File: config.mk
export PLATFORM = sky130hd
export DESIGN_NAME = booth_mult_scheduler_flat
export DESIGN_NICKNAME = d
export VERILOG_FILES = /design/src/rtl/booth_sched_pkg.sv /design/src/rtl/booth_mult_scheduler_if.sv /design/src/rtl/rr_arbiter.sv /design/src/rtl/booth_mult_scheduler.sv /design/src/flat_wrapper.sv
export SDC_FILE = /design/constraint.sdc
export NUM_CORES = 1
export LEC_CHECK = 0
export CAP_MARGIN = 20
export CORE_AREA = 2 2 109 111
export DETAILED_ROUTE_END_ITERATION = 10
export DIE_AREA = 0 0 111 113
export PLACE_DENSITY = 0.82
export SLEW_MARGIN = 20
export SYNTH_ARGS = -nofsm -noshare
export SYNTH_HDL_FRONTEND = slang
export SYNTH_HIERARCHICAL = 1
export SYNTH_SLANG_ARGS = --single-unit
File: constraint.sdc
create_clock -name clk -period 4.75 [get_ports clk]
set_input_delay 0.95 -clock clk [delete_from_list [all_inputs] [get_ports clk]]
set_output_delay 0.95 -clock clk [all_outputs]
set_load 0.01 [all_outputs]
File: src/rtl/booth_sched_pkg.sv
// Shared definitions for the Booth multiplier scheduler: FSM state encoding,
// default parameter values and a small width helper.
package booth_sched_pkg;

  localparam int DEF_NUM_REQ        = 4;
  localparam int DEF_WIDTH_IN       = 16;
  localparam int DEF_WIDTH_PROD     = 32;
  localparam int DEF_TIMEOUT_CYCLES = 40;

  typedef enum logic [1:0] {
    ST_IDLE  = 2'd0,
    ST_ISSUE = 2'd1,
    ST_WAIT  = 2'd2,
    ST_RESP  = 2'd3
  } sched_state_t;

  // Index width that stays legal for a single requester.
  function automatic int id_width(input int n);
    return (n > 1) ? $clog2(n) : 1;
  endfunction

endpackage

File: src/rtl/booth_mult_scheduler_if.sv
// Request, multiplier and response bundle of the scheduler.
// slave = scheduler side, master = requesters/multiplier/consumer side.
interface booth_mult_scheduler_if
  import booth_sched_pkg::*;
#(
  parameter int NUM_REQ    = DEF_NUM_REQ,
  parameter int WIDTH_IN   = DEF_WIDTH_IN,
  parameter int WIDTH_PROD = DEF_WIDTH_PROD
);
  localparam int ID_W = id_width(NUM_REQ);

  logic [NUM_REQ-1:0]          req_valid;
  logic [NUM_REQ-1:0]          req_ready;
  logic [NUM_REQ*WIDTH_IN-1:0] req_a;
  logic [NUM_REQ*WIDTH_IN-1:0] req_b;
  logic                        mul_start;
  logic [WIDTH_IN-1:0]         mul_a;
  logic [WIDTH_IN-1:0]         mul_b;
  logic                        mul_done;
  logic [WIDTH_PROD-1:0]       mul_product;
  logic                        rsp_valid;
  logic                        rsp_ready;
  logic [ID_W-1:0]             rsp_id;
  logic [WIDTH_PROD-1:0]       rsp_product;
  logic                        rsp_err;
  logic                        busy;

  modport slave (
    input  req_valid, req_a, req_b, mul_done, mul_product, rsp_ready,
    output req_ready, mul_start, mul_a, mul_b, rsp_valid, rsp_id,
           rsp_product, rsp_err, busy
  );

  modport master (
    output req_valid, req_a, req_b, mul_done, mul_product, rsp_ready,
    input  req_ready, mul_start, mul_a, mul_b, rsp_valid, rsp_id,
           rsp_product, rsp_err, busy
  );

endinterface

File: src/rtl/rr_arbiter.sv
// Round-robin arbiter: remembers the last served index and grants the first
// asserted request after it, wrapping modulo NUM_REQ.
module rr_arbiter #(
  parameter int NUM_REQ = 4,
  parameter int ID_W    = 2
) (
  input  logic               clk,
  input  logic               reset,
  input  logic [NUM_REQ-1:0] req,
  input  logic [ID_W-1:0]    ptr,
  input  logic               update,
  output logic [NUM_REQ-1:0] grant
);

  logic [ID_W-1:0] last_reg, last_next;
  logic [ID_W-1:0] cand;

  always_comb begin
    last_next = update ? ptr : last_reg;
  end

  // Last = NUM_REQ-1 out of reset so requester 0 has top priority.
  always_ff @(posedge clk or negedge reset) begin
    if (!reset) last_reg <= ID_W'(NUM_REQ - 1);
    else        last_reg <= last_next;
  end

  always_comb begin
    grant = '0;
    cand  = '0;
    for (int k = 1; k <= NUM_REQ; k++) begin
      cand = ID_W'((int'(last_reg) + k) % NUM_REQ);
      if (grant == '0 && req[cand]) grant[cand] = 1'b1;
    end
  end

endmodule

File: src/rtl/booth_mult_scheduler.sv
// Shares one start/done multiplier among NUM_REQ requesters: round-robin
// accept, launch, bounded wait for completion, then hold the response.
module booth_mult_scheduler
  import booth_sched_pkg::*;
#(
  parameter int NUM_REQ        = DEF_NUM_REQ,
  parameter int WIDTH_IN       = DEF_WIDTH_IN,
  parameter int WIDTH_PROD     = DEF_WIDTH_PROD,
  parameter int TIMEOUT_CYCLES = DEF_TIMEOUT_CYCLES
) (
  input logic                   clk,
  input logic                   reset,
  booth_mult_scheduler_if.slave bus
);

  localparam int ID_W  = id_width(NUM_REQ);
  localparam int CNT_W = $clog2(TIMEOUT_CYCLES + 1);

  sched_state_t          state_reg, state_next;
  logic [WIDTH_IN-1:0]   a_reg, a_next;
  logic [WIDTH_IN-1:0]   b_reg, b_next;
  logic [ID_W-1:0]       id_reg, id_next;
  logic [WIDTH_PROD-1:0] prod_reg, prod_next;
  logic                  err_reg, err_next;
  logic [CNT_W-1:0]      cnt_reg, cnt_next;

  logic [NUM_REQ-1:0]    grant;
  logic [ID_W-1:0]       grant_idx;
  logic                  arb_update;
  logic [WIDTH_IN-1:0]   a_arr [NUM_REQ];
  logic [WIDTH_IN-1:0]   b_arr [NUM_REQ];

  genvar gi;
  generate
    for (gi = 0; gi < NUM_REQ; gi++) begin : g_unpack
      assign a_arr[gi] = bus.req_a[gi*WIDTH_IN +: WIDTH_IN];
      assign b_arr[gi] = bus.req_b[gi*WIDTH_IN +: WIDTH_IN];
    end
  endgenerate

  rr_arbiter #(
    .NUM_REQ (NUM_REQ),
    .ID_W    (ID_W)
  ) u_arb (
    .clk    (clk),
    .reset  (reset),
    .req    (bus.req_valid),
    .ptr    (id_reg),
    .update (arb_update),
    .grant  (grant)
  );

  always_comb begin
    grant_idx = '0;
    for (int i = 0; i < NUM_REQ; i++) begin
      if (grant[i]) grant_idx = ID_W'(i);
    end
  end

  always_comb begin
    state_next = state_reg;
    a_next     = a_reg;
    b_next     = b_reg;
    id_next    = id_reg;
    prod_next  = prod_reg;
    err_next   = err_reg;
    cnt_next   = cnt_reg;
    arb_update = 1'b0;
    case (state_reg)
      ST_IDLE: begin
        // A grant only exists on an asserted valid, so it is the transfer.
        if (|grant) begin
          a_next     = a_arr[grant_idx];
          b_next     = b_arr[grant_idx];
          id_next    = grant_idx;
          state_next = ST_ISSUE;
        end
      end
      ST_ISSUE: begin
        cnt_next   = '0;
        state_next = ST_WAIT;
      end
      ST_WAIT: begin
        cnt_next = cnt_reg + CNT_W'(1);
        // Completion takes precedence over expiry in the final wait cycle.
        if (bus.mul_done) begin
          prod_next  = bus.mul_product;
          err_next   = 1'b0;
          state_next = ST_RESP;
        end else if (cnt_reg == CNT_W'(TIMEOUT_CYCLES - 1)) begin
          prod_next  = '0;
          err_next   = 1'b1;
          state_next = ST_RESP;
        end
      end
      ST_RESP: begin
        if (bus.rsp_ready) begin
          arb_update = 1'b1;
          state_next = ST_IDLE;
        end
      end
      default: state_next = ST_IDLE;
    endcase
  end

  always_ff @(posedge clk or negedge reset) begin
    if (!reset) begin
      state_reg <= ST_IDLE;
      a_reg     <= '0;
      b_reg     <= '0;
      id_reg    <= '0;
      prod_reg  <= '0;
      err_reg   <= 1'b0;
      cnt_reg   <= '0;
    end else begin
      state_reg <= state_next;
      a_reg     <= a_next;
      b_reg     <= b_next;
      id_reg    <= id_next;
      prod_reg  <= prod_next;
      err_reg   <= err_next;
      cnt_reg   <= cnt_next;
    end
  end

  assign bus.req_ready   = (state_reg == ST_IDLE) ? grant : '0;
  assign bus.mul_start   = (state_reg == ST_ISSUE);
  assign bus.mul_a       = a_reg;
  assign bus.mul_b       = b_reg;
  assign bus.rsp_valid   = (state_reg == ST_RESP);
  assign bus.rsp_id      = id_reg;
  assign bus.rsp_product = prod_reg;
  assign bus.rsp_err     = err_reg;
  assign bus.busy        = (state_reg != ST_IDLE);

endmodule

File: src/flat_wrapper.sv
// flat-port wrapper written by rule: the top's interface ports become plain ports
module booth_mult_scheduler_flat import booth_sched_pkg::*;
#(
  parameter int NUM_REQ        = DEF_NUM_REQ,
  parameter int WIDTH_IN       = DEF_WIDTH_IN,
  parameter int WIDTH_PROD     = DEF_WIDTH_PROD,
  parameter int TIMEOUT_CYCLES = DEF_TIMEOUT_CYCLES
)
  (clk, reset, bus_req_valid, bus_req_a, bus_req_b, bus_mul_done, bus_mul_product, bus_rsp_ready, bus_req_ready, bus_mul_start, bus_mul_a, bus_mul_b, bus_rsp_valid, bus_rsp_id, bus_rsp_product, bus_rsp_err, bus_busy);
  booth_mult_scheduler_if #(.NUM_REQ(NUM_REQ), .WIDTH_IN(WIDTH_IN), .WIDTH_PROD(WIDTH_PROD)) bus_i ();
  input logic clk;
  input logic reset;
  input wire logic [$bits(bus_i.req_valid)-1:0] bus_req_valid;
  input wire logic [$bits(bus_i.req_a)-1:0] bus_req_a;
  input wire logic [$bits(bus_i.req_b)-1:0] bus_req_b;
  input wire logic [$bits(bus_i.mul_done)-1:0] bus_mul_done;
  input wire logic [$bits(bus_i.mul_product)-1:0] bus_mul_product;
  input wire logic [$bits(bus_i.rsp_ready)-1:0] bus_rsp_ready;
  output wire logic [$bits(bus_i.req_ready)-1:0] bus_req_ready;
  output wire logic [$bits(bus_i.mul_start)-1:0] bus_mul_start;
  output wire logic [$bits(bus_i.mul_a)-1:0] bus_mul_a;
  output wire logic [$bits(bus_i.mul_b)-1:0] bus_mul_b;
  output wire logic [$bits(bus_i.rsp_valid)-1:0] bus_rsp_valid;
  output wire logic [$bits(bus_i.rsp_id)-1:0] bus_rsp_id;
  output wire logic [$bits(bus_i.rsp_product)-1:0] bus_rsp_product;
  output wire logic [$bits(bus_i.rsp_err)-1:0] bus_rsp_err;
  output wire logic [$bits(bus_i.busy)-1:0] bus_busy;
  assign bus_i.req_valid = bus_req_valid;
  assign bus_i.req_a = bus_req_a;
  assign bus_i.req_b = bus_req_b;
  assign bus_i.mul_done = bus_mul_done;
  assign bus_i.mul_product = bus_mul_product;
  assign bus_i.rsp_ready = bus_rsp_ready;
  assign bus_req_ready = bus_i.req_ready;
  assign bus_mul_start = bus_i.mul_start;
  assign bus_mul_a = bus_i.mul_a;
  assign bus_mul_b = bus_i.mul_b;
  assign bus_rsp_valid = bus_i.rsp_valid;
  assign bus_rsp_id = bus_i.rsp_id;
  assign bus_rsp_product = bus_i.rsp_product;
  assign bus_rsp_err = bus_i.rsp_err;
  assign bus_busy = bus_i.busy;
  booth_mult_scheduler #(.NUM_REQ(NUM_REQ), .WIDTH_IN(WIDTH_IN), .WIDTH_PROD(WIDTH_PROD), .TIMEOUT_CYCLES(TIMEOUT_CYCLES)) u_core (.clk(clk), .reset(reset), .bus(bus_i));
endmodule
Yosys cells after proc, flatten, opt, wreduce, memory -nomap -nowiden
Index checks and enable logic that the tools add are counted.
- bits in registers: 77
- bits of input ports: 168
- add/subtract/negate cells: 5
- $lt $le $gt $ge: 9
- eq/ne operators: 7
- mux-type cells: 42
- bitwise gates (word level): 4
- reductions and logical operators: 18
- operator list (operator ; count):
    $bmux W16 S2 ; 2
    $mux W16 ; 4
    $mux W32 ; 2
    $mux W4 ; 5
    $mux W1 ; 13
    $logic_not A4 Y1 ; 3
    $lt A2 B3 Y1 const B ; 4
    $mux W2 ; 6
    $or A4 B4 Y4 ; 3
    $pmux W6 S2 ; 1
    $bmux W1 S2 ; 4
    $demux W1 S2 ; 4
    $ge A2 B1 Y1 const B ; 4
    $pmux W2 S4 ; 1
    $logic_and A1 B1 Y1 ; 7
    $add A6 B1 Y6 const B ; 1
    $eq A6 B6 Y1 const B ; 1
    $reduce_bool A2 Y1 ; 3
    $add A2 B1 Y2 const B ; 2
    $add A2 B2 Y2 const B ; 2
    $eq A2 B2 Y1 const B ; 2
    $reduce_and A2 Y1 ; 2
    $reduce_or A4 Y1 ; 1
    $ge A3 B3 Y1 const B ; 1
    other kinds (7) ; 7

Depth between registers and ports, before layout
Gate-level depths: netlist of the first run.
- word-level depth: 22
- depth in mapped cells: 15
- mapped depth without buffers: 11

By module
The synthesis of the first run kept the hierarchy.
- by module, submodules not included (module ; instances ; cells an instance ; area each (sq um)):
    booth_mult_scheduler ; 1 ; 327 ; 3756.1
    rr_arbiter ; 1 ; 55 ; 550.5

Least setup slack after synthesis of the first run
OpenSTA, ideal clock, no wires.
- path kind: flip-flop to output port
- start: register u_core.u_arb.last_reg[0]
- end: output port bus_req_ready[2]
- arrival time: 2840 ps
- data required time: 3800 ps
- path slack: 960 ps
- stages on the path, launching flop included: 11
- cell sequence: dfstp_2 -> buf_6 -> inv_1 -> ha_1 -> or4_1 -> a21bo_2 -> nand4_2 -> nand3_2 -> o41ai_2 -> inv_1 -> nor2_1
- word-level cells in the longest chain between the ends: 16
- elaborated cells on any way between the ends: 46
- RTL lines (what ; line ; source):
    start, declared ; rr_arbiter.sv:15 ; logic [ID_W-1:0] last_reg, last_next;
    start signal, assigned ; rr_arbiter.sv:24 ; if (!reset) last_reg <= ID_W'(NUM_REQ - 1);
    start signal, assigned ; rr_arbiter.sv:25 ; else last_reg <= last_next;
    $add A2 B1 Y2 ; rr_arbiter.sv:32 ; cand = ID_W'((int'(last_reg) + k) % NUM_REQ);
    $lt A2 B3 Y1 (implied by the code) / $ge A2 B1 Y1 (equally long branches) ; rr_arbiter.sv:33 ; if (grant == '0 && req[cand]) grant[cand] = 1'b1;
    $logic_and A1 B1 Y1 (implied by the code) ; rr_arbiter.sv:33 ;
    $mux W1 (implied by the code) ; rr_arbiter.sv:33 ;
    $demux W1 S2 ; rr_arbiter.sv:33 ;
    $mux W4 ; rr_arbiter.sv:33 ;
    $logic_not A4 Y1 ; rr_arbiter.sv:33 ;
    $logic_and A1 B1 Y1 ; rr_arbiter.sv:33 ;
    $mux W4 ; rr_arbiter.sv:33 ;
    $logic_not A4 Y1 ; rr_arbiter.sv:33 ;
    $logic_and A1 B1 Y1 ; rr_arbiter.sv:33 ;
    $mux W4 ; rr_arbiter.sv:33 ;
    $logic_not A4 Y1 ; rr_arbiter.sv:33 ;
    $logic_and A1 B1 Y1 ; rr_arbiter.sv:33 ;
    $mux W4 * ; rr_arbiter.sv:33 ;
    named net u_core.grant[2] ; booth_mult_scheduler.sv:27 ; logic [NUM_REQ-1:0] grant;
    $mux W4 * ; booth_mult_scheduler.sv:126 ; assign bus.req_ready = (state_reg == ST_IDLE) ? grant : '0;
    end, declared ; flat_wrapper.sv:19 ; output wire logic [$bits(bus_i.req_ready)-1:0] bus_req_ready;
Mark *: on every way through the listed nets, which the timed path passes. The rest lies on a longest branch. The select of a mux whose other input is x is not followed.

Worst setup path after layout of the first run
- start: input port bus_req_valid[0]
- end: output port bus_req_ready[0]
- word-level cells in the longest chain between the ends: 13
- elaborated cells on any way between the ends: 22
- RTL lines (what ; line ; source):
    start, declared ; flat_wrapper.sv:13 ; input wire logic [$bits(bus_i.req_valid)-1:0] bus_req_valid;
    $bmux W1 S2 ; rr_arbiter.sv:33 ;
    $mux W1 (implied by the code) ; rr_arbiter.sv:33 ;
    $mux W4 ; rr_arbiter.sv:33 ;
    $logic_not A4 Y1 ; rr_arbiter.sv:33 ;
    $logic_and A1 B1 Y1 ; rr_arbiter.sv:33 ;
    $mux W4 ; rr_arbiter.sv:33 ;
    $logic_not A4 Y1 ; rr_arbiter.sv:33 ;
    $logic_and A1 B1 Y1 ; rr_arbiter.sv:33 ;
    $mux W4 ; rr_arbiter.sv:33 ;
    $logic_not A4 Y1 ; rr_arbiter.sv:33 ;
    $logic_and A1 B1 Y1 ; rr_arbiter.sv:33 ;
    $mux W4 * ; rr_arbiter.sv:33 ;
    named net u_core.grant[0] ; booth_mult_scheduler.sv:27 ;
    $mux W4 * ; booth_mult_scheduler.sv:126 ;
Marks and branches as above.

==> results.cfg, run 1 <==
[cells_and_area]
layout_common_cells = 240 x clkdlybuf4s50_1, 75 x dfrtp_1, 53 x nand2_1
final_cells = 760
drive_gt1_share_pct = 13.15
layout_commonest_cell = clkdlybuf4s50_1
area_growth_pct = 64.06
fillCellCount = 887
largest_reg_flops = 32
final_util_pct = 62.68
fin_nets = 792

[route]
first_pass_iters = 8
ant_nets = 0
wl_um = 14180
drt-wirelength-per-cell_um = 18.66
drt-vias-per-instance = 5.467
drt-initial-drc-count = 259
drc = 0
via_count = 4155

[sta]
slew_headroom_pct = 36.95
tightest_slew_ps = 945.7
timing.final.crit_period_ps = 4613
finalSetupViolCount = 0
grt_setup_unrepaired = true
finalCritPeriodShare_pct = 97.11
slew_violations = 0
fmax_mhz = 216.8
hold_viol = 0
finalClockSkew_ps = 6.904

[global_route]
track_usage_pct = 22.26
grt_first_pass_wirelength_um = 22220
antenna_found_initial = 2
grt-ovfl-total = 0
grt_pass1_vias = 4371
grt_max_degree = 78

[power_and_ir_drop]
p_leak_uw = 0.002952
p_total_uw = 5294
ir_drop_v = 0.0003949
p_per_area_nw_per_um2 = 749.2

[logic_synthesis]
syn-cell-area_um2 = 4307
synthDistinctLibCells = 53
ys_ff_latch = 77
synth_nets = 563
synth_cells = 382
synth_edf_count = 0
yosysWarningCount = 6
async_flop_share_pct = 100.0
yosysSeqAreaShare_pct = 44.80
syn_avg_cell_area_um2 = 11.27
synth_ff_type = dfrtp_1

[setup_path]
required_ps = 3800
rrSetupSlack_ps = 750
endpoint_kind = primary output
critPathMaxFanout = 4
r2r-start = u_core/u_arb/last_reg[1]$_DFFE_PN1P_
worstSetupPathType = in2out
timing.rr.end = u_core/bus.mul_b[12]$_DFFE_PN0P_
cp.arrival_ps = 3660
worstRegToRegCells = 11
crit_path_start_kind = primary input

[floorplanning]
floorplan.io_pins = 242
rows = 39
die_w_um = 111
coreArea_um2 = 11270
dieHeight_um = 113
initial_core_util_pct = 38.21
dieArea_um2 = 12540

[min_path]
hp-class = reg2reg
min_to = u_core/bus.mul_a[5]$_DFFE_PN0P_
holdPathStages = 2
hp-start = u_core/bus.mul_a[5]$_DFFE_PN0P_

[cts]
cts_tree = done
insertion_delay_ps = 330
root_buffer = clkbuf_16
clockBufferDepth = 2
cts_made_buffers = 9
clkTransAtPathRegs_ps = 60
htree_levels = 3
clock_sinks = 77

[placement]
gp_congestion = 0.8316
io_buffers = 241
place_hpwl_um = 10680
placed_cells = 741

[job]
max_cap_viol_count = 0

[run_status]
status = complete, no violations
-- cell families (layout without fill, tap and decap cells) --
kind of cell / after synthesis / count (layout) / synth area share, %
adders and majority gates: 13 / 13 / 3.777
and+or+nand+nor: 88 / 88 / 10.40
DFF: 77 / 77 / 44.80
other: 0 / 1 / 0
buffers and inverters: 42 / 276 / 6.653
xor gates and xnor gates: 1 / 1 / 0.2034
muxes: 38 / 38 / 10.92
AOI/OAI and AO/OA: 123 / 123 / 23.24
-- report_power, final --
group	total, uW	internal (uW)	leakage (uW)	switching [uW]
clock network	729	462	0.000156	267
registers	1150	971	0.000964	178
logic	3420	1640	0.00183	1770
total	5290	3080	0.00295	2220
-- critical path, cell delays in order --
cell and delay (ps):
clkdlybuf4s50_1 450, mux4_2 530, and3b_4 210, a221oi_4 360, nand4_2 210, o221ai_4 270, and2_1 160, clkdlybuf4s50_1 530
-- final cells by class --
cell class | count | area [um^2] | area share, %
inverters | 11 | 41.29 | 0.5844
diodes | 1 | 2.502 | 0.03542
clock inverters | 7 | 98.84 | 1.399
multi-input cells | 263 | 2120 | 30.00
clock buffers | 9 | 225.2 | 3.188
flip-flops and latches | 77 | 1929 | 27.31
repair buffers | 249 | 2470 | 34.96
well taps | 143 | 178.9 | 2.532
-- cell usage after synthesis (3+ instances only) --
master,instances,share of area (%)
dfrtp_1,75,44
nand2_1,53,4.6
o21ai_0,33,3.8
a22o_1,32,6.5
mux2_2,29,7.6
a222oi_1,28,6.5
buf_2,13,1.5
ha_1,13,3.8
inv_1,11,0.96
buf_6,7,1.8
o21ai_1,7,0.81
and2_1,6,0.87
nand3_1,6,0.70
mux2i_1,5,1.2
nor2_1,5,0.44
o221ai_1,4,0.81
a21oi_1,3,0.35
buf_8,3,1.0
mux4_2,3,1.6
o21ai_2,3,0.61
-- what timing repair did --
action | CTS | global route
hold buffers | 0 | 0
setup buffers | 0 | 2
endpoints found under the setup margin | 0 | 2
gates resized for setup | 0 | 1
-- layer usage --
layer / vias up / global-route usage [%] / share of wire, %
met5: - / 0 / 0.092
met4: 2 / 8.583 / 2.4
met3: 25 / 8.195 / 10
met2: 224 / 40.00 / 51
met1: 1983 / 23.95 / 36
li1: 1921 / - / -
-- metrics by stage --
| step | setup TNS (ps) | cell area [um^2] | setup WS, ps | hold WS (ps) |
|---|---|---|---|---|
| 6_report | 0 | 7066 | 137.1 | 475.3 |
| 5_1_grt | -25.04 | 7066 | -24.46 | 514.4 |
| 4_1_cts | 0 | 7033 | 106.0 | 482.6 |
| 3_5_place_dp | 0 | 6709 | 133.3 | 469.9 |
| 3_3_place_gp | 0 | 6709 | 170.0 | 461.5 |
| 2_1_floorplan | 0 | 4307 | 960.5 | 477.6 |
-- worst max-delay path by stage --
stage | from | endpoint | slack [ps] | cells past startpoint
2_1_floorplan | u_core/u_arb/last_reg[0]$_DFFE_PN1P_ | bus_req_ready[2] | 960 | 10
3_3_place_gp | bus_req_valid[0] | bus_req_ready[0] | 170 | 8
3_5_place_dp | bus_req_valid[0] | bus_req_ready[0] | 130 | 8
4_1_cts | u_core/u_arb/last_reg[0]$_DFFE_PN1P_ | bus_req_ready[2] | 110 | 10
5_1_grt | u_core/u_arb/last_reg[1]$_DFFE_PN1P_ | bus_req_ready[2] | -20 | 10
6_report | bus_req_valid[0] | bus_req_ready[0] | 140 | 8
Note: power is estimated with default switching activity, not from simulation.
==> run 2: changes to the inputs <==
- clock period: 4.75 -> 4.4 ns (I/O delays scaled with it)
==> results.cfg, run 2 (synthesized netlist as in run 1, its figures left out) <==
[sta]
grt_setup_unrepaired = false
slew_headroom_pct = 51.72
layout_setup_ws_ps = 431.6
whs_ps = 443.4
finalClockSkew_ps = 9.516
tightest_slew_ps = 722.5
fmax_mhz = 252.0
timing.final.crit_period_ps = 3968
slew_violations = 0
hold_viol = 0
finalSetupTns_ps = 0
finalCritPeriodShare_pct = 90.19
finalSetupViolCount = 0

[setup_path]
crit_path_start_kind = primary input
endpoint_kind = primary output
critPathMaxFanout = 4
worstSetupPathType = in2out
cp.arrival_ps = 3090
rrSetupSlack_ps = 690
required_ps = 3520

[global_route]
antenna_found_initial = 0
grt_pass1_vias = 4307
grt_max_degree = 78
track_usage_pct = 22.09
grt-ovfl-total = 0
grt_first_pass_wirelength_um = 21980

[power_and_ir_drop]
ir_drop_v = 0.0003780
p_leak_uw = 0.003055
p_per_area_nw_per_um2 = 800.5

[route]
ant_nets = 0
first_pass_iters = 6
drt-initial-drc-count = 290
via_count = 4145
drt-vias-per-instance = 5.390
drc = 0
wl_um = 14050
drt-wirelength-per-cell_um = 18.27

[placement]
io_buffers = 241
placed_cells = 745
placed_area_um2 = 6751
gp_congestion = 0.8457
place_hpwl_um = 10580
dp_slack_ps = -21.30

[cells_and_area]
layout_commonest_cell = clkdlybuf4s50_1
fillCellCount = 918
area_growth_pct = 65.66
drive_gt1_share_pct = 14.40
fin_area_um2 = 7134
final_cells = 769
fin_nets = 801
largest_reg_flops = 32
multi_input_area_um2 = 2120
layout_common_cells = 236 x clkdlybuf4s50_1, 75 x dfrtp_1, 53 x nand2_1
seq_area_um2 = 1929

[floorplanning]
floorplan.io_pins = 242
dieHeight_um = 113
dieArea_um2 = 12540
die_w_um = 111
initial_core_util_pct = 38.21
coreArea_um2 = 11270
rows = 39

[cts]
clock_sinks = 77
root_buffer = clkbuf_16
insertion_delay_ps = 330
hold_buffers = 0
cts_made_buffers = 9
htree_levels = 3
clkTransAtPathRegs_ps = 60
cts_tree = done
clockBufferDepth = 2

[job]
max_cap_viol_count = 0

[run_status]
status = complete, no violations

[min_path]
hp-class = in2async
run 2: final timing paths:
check,startpoint,cells after the start,endpoint
setup / recovery,bus_req_valid[1],8,bus_req_ready[0]
hold / removal,reset,1,u_core/bus.rsp_product[26]$_DFFE_PN0P_
max in group asynchronous,reset,2,u_core/u_arb/last_reg[0]$_DFFE_PN1P_
hold reg to reg,u_core/bus.mul_b[5]$_DFFE_PN0P_,2,u_core/bus.mul_b[5]$_DFFE_PN0P_
setup reg to reg,u_core/u_arb/last_reg[1]$_DFFE_PN1P_,12,u_core/bus.mul_a[14]$_DFFE_PN0P_
min in group clk,u_core/bus.mul_b[5]$_DFFE_PN0P_,2,u_core/bus.mul_b[5]$_DFFE_PN0P_
run 2: routing by layer:
layer  track usage, %  wire length, um
met1            24.89             5297
met2            39.55             7127
met3            7.766             1358
met4            6.667              267
met5                0                0
run 2: where the power goes:
group | total (uW) | leakage (uW) | internal [uW] | switching, uW
combinational | 3800 | 0.00196 | 1870 | 1930
clock | 692 | 0.000129 | 389 | 303
sequential | 1220 | 0.000964 | 1050 | 174
run 2: final cells by class:
type | instances | area share [%]
Antenna cell | 1 | 0.03508
Clock buffer | 9 | 3.157
Clock inverter | 7 | 0.8067
Inverter | 11 | 0.5787
Multi-Input combinational cell | 263 | 29.71
Sequential cell | 77 | 27.04
Tap cell | 143 | 2.508
Timing Repair Buffer | 258 | 36.16
run 2: repair_timing:
| item | CTS | global route |
|---|---|---|
| setup buffers | 4 | 2 |
| endpoints found under the setup margin | 2 | 4 |
| resized for setup | 0 | 5 |
| pin swaps | 2 | 3 |
run 2: worst max-delay path, cell delays in order:
cell             delay (ps)
clkdlybuf4s50_1         450
mux4_2                  520
a21boi_2                220
a221oi_4                330
nand4_2                 190
o221ai_2                220
and2_1                  140
dlymetal6s2s_1          150
run 2: through the flow:
step,util (%),total power (uW)
after floorplan,-,3694
after global placement,59.90,4867
after detailed placement,59.90,4957
after CTS,62.67,5709
after global routing,63.27,6128
final,63.29,5711
